[config.mk]
export PLATFORM = sky130hd
export DESIGN_NAME = sram_rr_arbiter
export DESIGN_NICKNAME = d
export VERILOG_FILES = /design/src/rtl/sram_rr_arbiter.sv
export SDC_FILE = /design/constraint.sdc
export NUM_CORES = 1
export LEC_CHECK = 0
export ABC_AREA = 1
export CAP_MARGIN = 15
export CORE_AREA = 10 10 471 473
export DETAILED_ROUTE_END_ITERATION = 16
export DIE_AREA = 0 0 481 483
export HOLD_SLACK_MARGIN = 0.15
export PLACE_DENSITY_LB_ADDON = 0.08
export SYNTH_ARGS = -nofsm -noshare
export SYNTH_HDL_FRONTEND = slang
export SYNTH_SLANG_ARGS = --single-unit
[constraint.sdc]
create_clock -name clk_i -period 3.67 [get_ports clk_i]
set_clock_uncertainty 0.15 [all_clocks]
set_input_delay 0.734 -clock clk_i [delete_from_list [all_inputs] [get_ports clk_i]]
set_output_delay 0.734 -clock clk_i [all_outputs]
set_load 0.005 [all_outputs]
[src/rtl/sram_rr_arbiter.sv]
// Round-robin arbiter sharing one single-port SRAM among NUM_REQ requesters.
// Supports a bounded grant lock and routes each 1-cycle read response back to its requester.
module sram_rr_arbiter #(
    parameter int NUM_REQ    = 4,
    parameter int ADDR_WIDTH = 48,
    parameter int DATA_WIDTH = 128,
    parameter int MAX_LOCK   = 16
) (
    input  logic                              clk_i,
    input  logic                              rst_ni,
    input  logic [NUM_REQ-1:0]                req_i,
    input  logic [NUM_REQ-1:0]                we_i,
    input  logic [NUM_REQ-1:0]                lock_i,
    input  logic [NUM_REQ*ADDR_WIDTH-1:0]     addr_i,
    input  logic [NUM_REQ*(DATA_WIDTH/8)-1:0] be_i,
    input  logic [NUM_REQ*DATA_WIDTH-1:0]     wdata_i,
    output logic [NUM_REQ-1:0]                gnt_o,
    output logic [NUM_REQ-1:0]                rvalid_o,
    output logic [DATA_WIDTH-1:0]             rdata_o,
    output logic                              req_o,
    output logic                              we_o,
    output logic [ADDR_WIDTH-1:0]             addr_o,
    output logic [DATA_WIDTH/8-1:0]           be_o,
    output logic [DATA_WIDTH-1:0]             data_o,
    input  logic [DATA_WIDTH-1:0]             data_i
);
    localparam int PW = $clog2(NUM_REQ);
    localparam int CW = $clog2(MAX_LOCK + 1);
    localparam int BW = DATA_WIDTH / 8;
    localparam logic [CW-1:0] LOCK_LIM = CW'(MAX_LOCK - 1);

    logic [PW-1:0]      ptr_r;
    logic [PW-1:0]      own_r;
    logic               lock_vld_r;
    logic [CW-1:0]      lcnt_r;
    logic [NUM_REQ-1:0] rvalid_r;

    logic               gnt_vld_s;
    logic [PW-1:0]      gnt_idx_s;
    logic [PW-1:0]      cand_s;
    logic               hit_s;
    logic               sel_s;
    logic               lock_take_s;
    logic [PW-1:0]      ptr_nxt_s;

    // Lock owner wins while it keeps requesting; otherwise rotate from ptr_r (lowest offset wins).
    always_comb begin
        gnt_vld_s = 1'b0;
        gnt_idx_s = '0;
        cand_s    = '0;
        hit_s     = 1'b0;
        if (lock_vld_r && req_i[own_r]) begin
            gnt_vld_s = 1'b1;
            gnt_idx_s = own_r;
        end else begin
            for (int i = NUM_REQ - 1; i >= 0; i--) begin
                cand_s    = PW'((int'(ptr_r) + i) % NUM_REQ);
                hit_s     = req_i[cand_s];
                gnt_idx_s = hit_s ? cand_s : gnt_idx_s;
                gnt_vld_s = gnt_vld_s | hit_s;
            end
        end
    end

    assign sel_s       = gnt_vld_s & rst_ni;
    assign lock_take_s = lock_i[gnt_idx_s] && (lcnt_r < LOCK_LIM);
    assign ptr_nxt_s   = (gnt_idx_s == PW'(NUM_REQ - 1)) ? '0 : gnt_idx_s + PW'(1);

    // Route the granted requester onto the SRAM port; everything idles at zero otherwise.
    always_comb begin
        gnt_o  = '0;
        req_o  = 1'b0;
        we_o   = 1'b0;
        addr_o = '0;
        be_o   = '0;
        data_o = '0;
        if (sel_s) begin
            gnt_o[gnt_idx_s] = 1'b1;
            req_o            = 1'b1;
            we_o             = we_i[gnt_idx_s];
            addr_o           = addr_i[int'(gnt_idx_s)*ADDR_WIDTH +: ADDR_WIDTH];
            be_o             = be_i[int'(gnt_idx_s)*BW +: BW];
            data_o           = wdata_i[int'(gnt_idx_s)*DATA_WIDTH +: DATA_WIDTH];
        end else begin
            req_o = 1'b0;
        end
    end

    // Priority pointer, lock bookkeeping and read-return tracking.
    always_ff @(posedge clk_i or negedge rst_ni) begin
        if (!rst_ni) begin
            ptr_r      <= '0;
            own_r      <= '0;
            lock_vld_r <= 1'b0;
            lcnt_r     <= '0;
            rvalid_r   <= '0;
        end else begin
            rvalid_r <= gnt_o & ~we_i;
            if (gnt_vld_s) begin
                ptr_r <= ptr_nxt_s;
                if (lock_take_s) begin
                    lock_vld_r <= 1'b1;
                    own_r      <= gnt_idx_s;
                    lcnt_r     <= lcnt_r + CW'(1);
                end else begin
                    lock_vld_r <= 1'b0;
                    lcnt_r     <= '0;
                end
            end else begin
                lock_vld_r <= 1'b0;
                lcnt_r     <= '0;
            end
        end
    end

    assign rvalid_o = rvalid_r;
    assign rdata_o  = data_i;

endmodule

==> results of run 1 <==
[registers in the layout, summed over array words and instances, names as in the netlist]
signal,count
rvalid_o,4
own_r,2
lcnt_r,5
lock_vld_r,1
ptr_r,2
[layer usage]
metal	global-route usage	part of all wire	up-vias
met5	0	0.0027	-
met4	0.0304	0.032	68
met3	0.0506	0.097	296
met2	0.220	0.48	853
met1	0.137	0.38	7822
li1	-	-	8335
[kinds of logic after synthesis]
group                      count (synthesis)
xor gates and xnor gates                   2
DFF                                       14
and+or+nand+nor                         1053
AOI/OAI and AO/OA                        394
adders and majority gates                  5
buffers and inverters                    496
[worst reg2reg max path, cell delays in order (launching register included)]
cell and delay, ps:
dfrtp_2 500, buf_6 180, nand2_4 60, nand3_2 70, nand2_2 100, nand3_4 100, buf_4 150, nand3_2 70
nand3_4 100, nand2_8 130, buf_16 170, buf_12 120, buf_6 120, nand2_1 50, nand3_1 70, nand3_1 280
nand2_1 150, nand2_1 60
[worst max-delay path by stage]
stage | from | endpoint | slack [ps] | depth (start not counted)
3_3_place_gp | req_i[1] | data_o[31] | -1170 | 15
3_5_place_dp | req_i[2] | data_o[31] | -1120 | 17
5_1_grt | ptr_r[0] | data_o[59] | -220 | 18
2_1_floorplan | req_i[1] | gnt_o[2] | 610 | 12
4_1_cts | ptr_r[0] | data_o[45] | -120 | 18
6_report | ptr_r[0] | data_o[54] | -90 | 17
[cells in the final DEF, fill, tap and decap left out, types with 4 or more instances in the layout]
cell               n
nand2_1          813
clkdlybuf4s50_1  782
inv_1            211
o211ai_1         194
buf_4            171
buf_2            159
nand2_2          156
a21oi_1           94
a21oi_2           93
buf_6             83
buf_12            79
buf_8             40
buf_16            39
nand2_4           30
clkbuf_16         23
diode_2           15
nand3_1           14
dfrtp_1           13
nor2_1            12
a21oi_4            8
nand3_2            7
nand3_4            6
clkbuf_2           6
nand2_8            5
inv_2              4
nor3_1             4
ha_1               4
[where the power goes]
part           total, W  leakage [nW]  internal, W  switching (W)
clock network  0.000250        0.0443     0.000166      0.0000840
logic            0.0396          11.6       0.0193         0.0203
registers      0.000290         0.181     0.000223      0.0000665
total            0.0402          11.8       0.0197         0.0205
[through the flow]
stage	instance area (um2)	hold WS (ps)	worst slack (ps)
2_1_floorplan	9490	283	612
3_3_place_gp	23200	315	-1170
3_5_place_dp	23200	316	-1120
4_1_cts	25800	323	-122
5_1_grt	27300	344	-220
6_report	27300	319	-85.5
[timing repair]
action / 4_1_cts / 5_1_grt
cloned: 33 / 20
pin swaps: 133 / 225
gates resized for setup: 1061 / 381
setup buffers: 112 / 60
endpoints found under the setup margin: 198 / 198
[cell type report]
| cell class | instances | area (um2) |
|---|---|---|
| inverter | 218 | 833 |
| clock buffer | 4 | 88.8 |
| antenna | 15 | 37.5 |
| tap | 2821 | 3530 |
| fill | 24800 | 184000 |
| sequential | 14 | 352 |
| timing repair buffer | 1380 | 14700 |
| multi-input combinational | 1454 | 7840 |
==> summary.txt, run 1 <==
Drt
  – Residual DRC: 0
  – Drt wl/cell: 26.6 um
  – Routed wire length: 157,000 um
  – Via Count: 17.4k
  – 1st-pass router iterations: 4
  – Antenna Nets Post-Route: 0
  – Vias/cell: 2.94
  – Initial DRC count: 648

Yosys
  – XOR/XNOR Fraction of Synth Area: 0.00264
  – Ys flop type: dfrtp_1
  – Adder-Cell Fraction of Synth Area: 0.00659
  – Synth Area in Compound Gates: 0.260
  – Mux contribution to synthesized area: 0
  – Avg Cell Area, Syn: 4.83 um2
  – Mapped Area: 9490 um2
  – Area leader, netlist: nand2_1
  – Register area share after synthesis: 0.0369
  – Post-synth ARST share: 1.00
  – Syn Nets: 2,879
  – Top-area cell type share of the netlist area: 0.396
  – Post-synth EDFFs: 0
  – Largest family of logic cells by synthesized area: simple AND/OR/NAND/NOR gates
  – Post-synth cell types: 24
  – Cells after Synth: 1,964
  – #FFs+latches synth: 14
  – Post-synth top cells: 1,001 x nand2_1, 217 x inv_1, 194 x a21oi_1, 194 x o211ai_1, 151 x buf_4
  – Ys Warns: 0
  – Most common cell in the netlist: nand2_1
  – Synth Area in Simple Gates: 0.424
  – Top cells by area, synth: nand2_1 40%, o211ai_1 15%, buf_4 12%, a21oi_1 10%, inv_1 8.6%

Placement
  – Placed cell count: 5,698
  – GPL Wtd Cong: 0.779
  – Buffers added on ports: 983
  – Post-DP HPWL: 129,000 um

Clock tree
  – CTS buffer count: 3
  – Max Buffers Root-to-Sink: 2
  – Root Buffer: clkbuf_16
  – CTS tree: yes
  – Clk_lat worst skew: 250 ps
  – H-tree depth: 1
  – Clock Sinks: 14
  – Reg clk slew, reported paths: 60 ps
  – Hold-fix buffers, CTS: 0

Setup path
  – Crit path max-delay cell type: dfrtp_2
  – Critical path's most frequent cell: nand2_4
  – Reg2reg setup slack: 940 ps
  – CP top delay family: buffers and inverters
  – Setup CP Type: register to primary output
  – Critical-path cell list: buf_6, nand2_4, nand3_2, nand2_2, nand3_4, nand2_4, nand2_4, nand3_4, nand2_8, buf_12, buf_16, buf_16, buf_6, nand2_2, o211ai_1, a21oi_2, buf_2
  – Bufs and invs on worst path: 6
  – Reg2reg end: own_r[1]
  – CP Max Fanout: 8
  – Slowest stage delay, CP: 500 ps
  – Kind of end point of the critical path: primary output
  – Reg2reg start: ptr_r[0]
  – CP required: 2790 ps
  – Critical Path AT: 2870 ps
  – Worst Setup Start Kind: register
  – Reg2reg path depth: 17

STA
  – Minimum clock period: 3760 ps
  – Fin Setup TNS: -606 ps
  – Count of final max-slew check failures: 0
  – Slew HR: 0.654
  – Fmax: 266 MHz
  – Fin. Hold Viols: 0
  – PnR worst setup slack: -85.5 ps
  – RSZ-0062 raised after global routing: yes
  – Measured slew at the worst slew-check pin: 519 ps
  – Final Cycle Share: 1.02
  – Final Setup Violations: 20

Floorplan
  – Die width: 481 um
  – Core Box Area: 212,000 um2
  – Num ports: 1,240
  – Initial Utilization: 0.0448
  – Die Area: 232,000 um2
  – Number of core rows: 169
  – Die Y: 483 um

Worst hold path
  – Hold Path Origin: lcnt_r[0]
  – Hold crit path type: register to register
  – Hold path cells: 1
  – Hold endpoint: lcnt_r[0]

Flow run
  – Maxcap violations: 0

Status
  – Failing checks: setup timing
  – Status: complete, but fails checks

Pwr
  – Tot Pwr: 0.0402 W
  – PwrDens: 1470 nW/um2
  – Leakage: 11.8 nW
  – Max VDD drop: 646 uV

GRT
  – Global route overflow: 0
  – Initial antenna violation count: 106
  – First-pass GRT wire length: 194,000 um
  – Global-route usage over all layers: 0.124
  – Largest net degree at the start of global routing: 50
  – Vias in the first global route: 18.4k

Finish
  – Layout net count: 3,986
  – Synth-to-layout area growth: 188%
  – Fin util: 0.129
  – Final non-filler cell total: 5,906
  – Share of layout cells above drive strength 1: 0.301
Note: power is estimated with default switching activity, not from simulation.
==> run 2: changes to the inputs <==
--- a/config.mk
+++ b/config.mk
@@ -10,7 +10,7 @@
 export CORE_AREA = 10 10 471 473
 export DETAILED_ROUTE_END_ITERATION = 16
 export DIE_AREA = 0 0 481 483
-export HOLD_SLACK_MARGIN = 0.15
+export HOLD_SLACK_MARGIN = 0.08
 export PLACE_DENSITY_LB_ADDON = 0.08
 export SYNTH_ARGS = -nofsm -noshare
 export SYNTH_HDL_FRONTEND = slang
==> results of run 2 <==
The final DEF is identical to that of run 1; final timing and power are the same.
